$ cat src/rtl/bcd_conv_arbiter.sv
// Round-robin arbiter that shares one multi-cycle binary-to-BCD converter between
// two requesters, with a start/done handshake, per-requester ack and watchdog abort.
module bcd_conv_arbiter #(
  parameter int BIN_WIDTH = 13,
  parameter int BCD_WIDTH = 16,
  parameter int TIMEOUT   = 64
) (
  input  logic                 clk,
  input  logic                 reset_n,
  input  logic [1:0]           req,
  input  logic [BIN_WIDTH-1:0] bin0,
  input  logic [BIN_WIDTH-1:0] bin1,
  input  logic                 err_clr,
  output logic [1:0]           ack,
  output logic [BCD_WIDTH-1:0] bcd_out,
  output logic                 busy,
  output logic                 last_grant,
  output logic                 timeout_err,
  output logic                 conv_start,
  output logic [BIN_WIDTH-1:0] conv_bin,
  input  logic                 conv_done,
  input  logic [BCD_WIDTH-1:0] conv_bcd
);

  localparam int TIMER_W = (TIMEOUT > 2) ? $clog2(TIMEOUT) : 1;

  typedef enum logic [1:0] {IDLE, LAUNCH, WAIT, DELIVER} state_e;

  state_e               state_q, state_d;
  logic                 grant_q, grant_d;
  logic                 last_grant_q, last_grant_d;
  logic [TIMER_W-1:0]   timer_q, timer_d;
  logic [BIN_WIDTH-1:0] conv_bin_q, conv_bin_d;
  logic [BCD_WIDTH-1:0] bcd_out_q, bcd_out_d;
  logic [1:0]           ack_q, ack_d;
  logic                 busy_q, busy_d;
  logic                 conv_start_q, conv_start_d;
  logic                 timeout_err_q, timeout_err_d;

  logic winner;
  logic timeout_hit;

  // A lone request wins outright; on a tie the requester not served last wins.
  assign winner      = (req == 2'b11) ? ~last_grant_q : req[1];
  assign timeout_hit = (state_q == WAIT) && !conv_done &&
                       (timer_q == TIMER_W'(TIMEOUT - 1));

  // NOTE: sequential state uses non-blocking assignments so every flop samples
  // the pre-edge values; blocking here would create order-dependent races.
  always_ff @(posedge clk or negedge reset_n) begin
    if (!reset_n) begin
      state_q       <= IDLE;
      grant_q       <= 1'b0;
      last_grant_q  <= 1'b1;
      timer_q       <= '0;
      conv_bin_q    <= '0;
      bcd_out_q     <= '0;
      ack_q         <= 2'b00;
      busy_q        <= 1'b0;
      conv_start_q  <= 1'b0;
      timeout_err_q <= 1'b0;
    end else begin
      state_q       <= state_d;
      grant_q       <= grant_d;
      last_grant_q  <= last_grant_d;
      timer_q       <= timer_d;
      conv_bin_q    <= conv_bin_d;
      bcd_out_q     <= bcd_out_d;
      ack_q         <= ack_d;
      busy_q        <= busy_d;
      conv_start_q  <= conv_start_d;
      timeout_err_q <= timeout_err_d;
    end
  end

  // NOTE: every signal written in a combinational block gets a default first,
  // otherwise a missed branch would infer a latch.
  always_comb begin
    state_d = state_q;
    unique case (state_q)
      IDLE:    if (req != 2'b00) state_d = LAUNCH;
      LAUNCH:  state_d = WAIT;
      WAIT:    if (conv_done || timeout_hit) state_d = DELIVER;
      DELIVER: state_d = IDLE;
      default: state_d = IDLE;
    endcase
  end

  always_comb begin
    grant_d       = grant_q;
    last_grant_d  = last_grant_q;
    timer_d       = timer_q;
    conv_bin_d    = conv_bin_q;
    bcd_out_d     = bcd_out_q;
    timeout_err_d = err_clr ? 1'b0 : timeout_err_q;
    // Outputs are registered, so they are decoded from the state being entered.
    conv_start_d  = (state_d == LAUNCH);
    busy_d        = (state_d != IDLE);
    ack_d         = 2'b00;
    if (state_d == DELIVER) ack_d = grant_q ? 2'b10 : 2'b01;

    unique case (state_q)
      IDLE: begin
        if (req != 2'b00) begin
          grant_d    = winner;
          conv_bin_d = winner ? bin1 : bin0;
        end
      end
      LAUNCH: timer_d = '0;
      WAIT: begin
        if (conv_done) begin
          bcd_out_d = conv_bcd;
        end else if (timeout_hit) begin
          bcd_out_d     = '1;
          timeout_err_d = 1'b1;
        end else begin
          timer_d = timer_q + 1'b1;
        end
      end
      DELIVER: last_grant_d = grant_q;
      default: ;
    endcase
  end

  assign ack         = ack_q;
  assign bcd_out     = bcd_out_q;
  assign busy        = busy_q;
  assign last_grant  = last_grant_q;
  assign timeout_err = timeout_err_q;
  assign conv_start  = conv_start_q;
  assign conv_bin    = conv_bin_q;

endmodule

$ cat config.mk
export PLATFORM = sky130hd
export DESIGN_NAME = bcd_conv_arbiter
export DESIGN_NICKNAME = d
export VERILOG_FILES = /design/src/rtl/bcd_conv_arbiter.sv
export SDC_FILE = /design/constraint.sdc
export NUM_CORES = 1
export LEC_CHECK = 0
export CORE_UTILIZATION = 44
export CTS_CLUSTER_DIAMETER = 60
export DETAILED_ROUTE_END_ITERATION = 10
export PLACE_DENSITY_LB_ADDON = 0.15
export SYNTH_ARGS = -nofsm -noshare
export SYNTH_HDL_FRONTEND = slang
export SYNTH_SLANG_ARGS = --single-unit
$ cat constraint.sdc
create_clock -name clk -period 2.3 [get_ports clk]
set_clock_uncertainty 0.15 [all_clocks]
set_input_delay 0.69 -clock clk [delete_from_list [all_inputs] [get_ports clk]]
set_output_delay 0.69 -clock clk [all_outputs]
set_load 0.03 [all_outputs]
==> metrics.csv <==
metric,value,unit
outcome,"finished, final reports clean",
dp_hpwl,3590,um
power.leakage,1.33,nW
gr-total-overflow,0,
chipHeight,72.1,um
grt_pass1_wl,8630,um
synth-main-ff-cell,dfrtp_1,
worstPathRequired,1460,ps
n_antenna_cell,0,
critPathSlowestCell,clkdlybuf4s50_1,
power.total,4.04,mW
synth-async-reset-ratio,100,%
h-tree-depth,2,
post_cts_buffers,0,
numPortBuffers,82,
reg2reg_slack,440,ps
grt_max_degree,45,
slowest_delay,700,ps
final_cells,358,
wl_per_cell,14.1,um
syn_nets,258,
synth_seq_cells,44,
dr_total_vias,1916,
grt_pass1_vias,1929,
drc,0,
drive_gt1_share,9.28,%
crit_fanout,3,
die_x,72.1,um
critPathLaunchType,register,
ctsHoldBuffers,0,
max-cap-violations,0,
antenna_found_initial,0,
drt_wl_total,5030,um
clock_latency,300,ps
synth-seq-area-share,51.0,%
rows,25,
preCtsSetupSlack,76.0,ps
end_kind,output port,
gr-usage-all-layers,21.2,%
clockRootBuffer,clkbuf_8,
first_pass_iters,4,
peakVddDrop,0.731,mV
ant_nets,0,
fin_crit_sh,96.7,%
regArea,0.00110,sq mm
ioPinCount,83,
r2r-end,busy,
dp.cells,350,
fmax,0.450,GHz
num-nets-final,343,
cp_top_family,buffers and inverters,
postSynthCellCount,205,
gp_congestion,0.793,
syn-mean-instance-area,10.6,sq um
setup_ws,76.0,ps
crit_path_cell_trace,clkdlybuf4s50_1,
powerDensity,1270,mW/mm^2
critPathBufInv,1,
syn_area,0.00216,sq mm
multiInputGateArea,956,sq um
cts_made_buffers,5,
period_minus_slack,2220,ps
r2r_cells,4,
synth_top_area_cell,dfrtp_1,
syn2layout_area_growth,46.7,%
fin_tns_setup,0,ps
setup_violations,0,
r2r-start,timer_q[0],
fill_cells,377,
dieArea,0.00520,sq mm
coreArea,0.00472,sq mm
yosysWarnings,0,
ys_types,39,
synth_enable_flop_cells,0,
clock_sinks,44,
yosys.area.top_type_share,49.7,%
path_class,reg -> out,
ctsResizeCount,1,
dr.first_iter.drc_count,118,
timing.slew.headroom,63.5,%
worst_ep_arrival_time,1380,ps
max_slew.worst_pin.slew,548,ps
avgViaCountPerCell,5.35,
rsz0062_at_grt,no,
slew_violations,0,
start_util,45.8,%
clk_path_buf_depth,2,
yosys-top-cells-area,"dfrtp_1 50%, mux2i_1 6.0%, a211oi_1 5.9%, o22ai_1 4.9%, o21ai_0 3.2%",
clk_pin_slew,80,ps
hold_violations,0,
cts_tree,yes,
min_path_type,in -> async,
-- worst max path at each step --
| stage | endpoint | from | cells past startpoint |
|---|---|---|---|
| 4_1_cts | bcd_out[1] | bcd_out[1] | 1 |
| 2_1_floorplan | busy | state_q[0] | 5 |
| 3_5_place_dp | busy | conv_done | 4 |
| 5_1_grt | bcd_out[9] | bcd_out[9] | 1 |
| 6_report | bcd_out[1] | bcd_out[1] | 1 |
| 3_3_place_gp | busy | conv_done | 4 |
-- final cells by class --
class                      count  share of cell area [%]
clock buffer                   6                    2.60
timing repair buffer          92                    28.8
tap                           67                    2.64
inverter                       5                   0.591
multi-input combinational    142                    30.1
clock inverter                 2                   0.473
sequential                    44                    34.7
-- sequential cells by signal, indices dropped and copies added, names as in the netlist --
register and cells:
bcd_out 16, conv_bin 13, timer_q 6, ack 2, state_q 2, busy 1, conv_start 1, grant_q 1
last_grant 1, timeout_err 1
-- per-stage QoR --
stage               cell area [sq um]  utilization (%)  hold WS, ps
floorplan                        2160                -          244
global placement                 3080             65.1          309
detailed placement               3080             65.1          319
CTS                              3170             67.2          335
global route                     3170             67.2          351
finish                           3170             67.2          314
-- metal layers --
layer	up-vias	global-route usage [%]	wire, um
met2	66	34.8	2510
met1	913	25.9	2070
li1	929	-	-
met4	0	7.84	80
met3	8	7.08	374
met5	-	0	0
-- kinds of logic (layout without fill, tap and decap cells) --
kind of cell / Yosys count / after routing / synth area share [%]
simple gates: 58 / 58 / 13.2
buf+inv: 19 / 105 / 4.86
fa+ha+maj: 5 / 5 / 2.89
mux: 14 / 14 / 6.54
flops: 44 / 44 / 51.0
compound gates: 65 / 65 / 21.5
-- placed cells by master (no fill, tap or decap), drive strengths merged, types with 2 or more instances in the layout --
cell type      netlist  layout
o21ai               16      16
ha                   5       5
dfrtp               43      43
clkbuf               2       6
nand2               18      18
nor2                18      18
clkinvlp             0       2
clkdlybuf4s50        0      80
buf                 12      11
and3                 4       4
nand4                2       2
nand3                4       4
o22ai               17      17
a211oi              17      17
a21oi                4       4
inv                  5       5
mux2i               13      13
nor2b                3       3
a31oi                2       2
nor3                 3       3
-- cell usage after synthesis, types with 2 or more instances --
master / instances
inv_1: 5
o21ai_0: 14
nand2_1: 18
a21oi_1: 4
o22ai_1: 17
ha_1: 5
nand4_1: 2
nor2_1: 18
and3_1: 3
clkbuf_1: 2
buf_6: 3
a211oi_1: 17
nor3_1: 3
nand3_1: 4
mux2i_1: 13
buf_2: 9
a31oi_1: 2
nor2b_1: 3
dfrtp_1: 43
-- power breakdown --
group / internal (mW) / leakage [nW] / switching [mW]
Clock: 0.243 / 0.0434 / 0.267
Combinational: 0.961 / 0.729 / 1.23
Sequential: 1.10 / 0.555 / 0.233
Total: 2.31 / 1.33 / 1.73
Note: power is estimated with default switching activity, not from simulation.
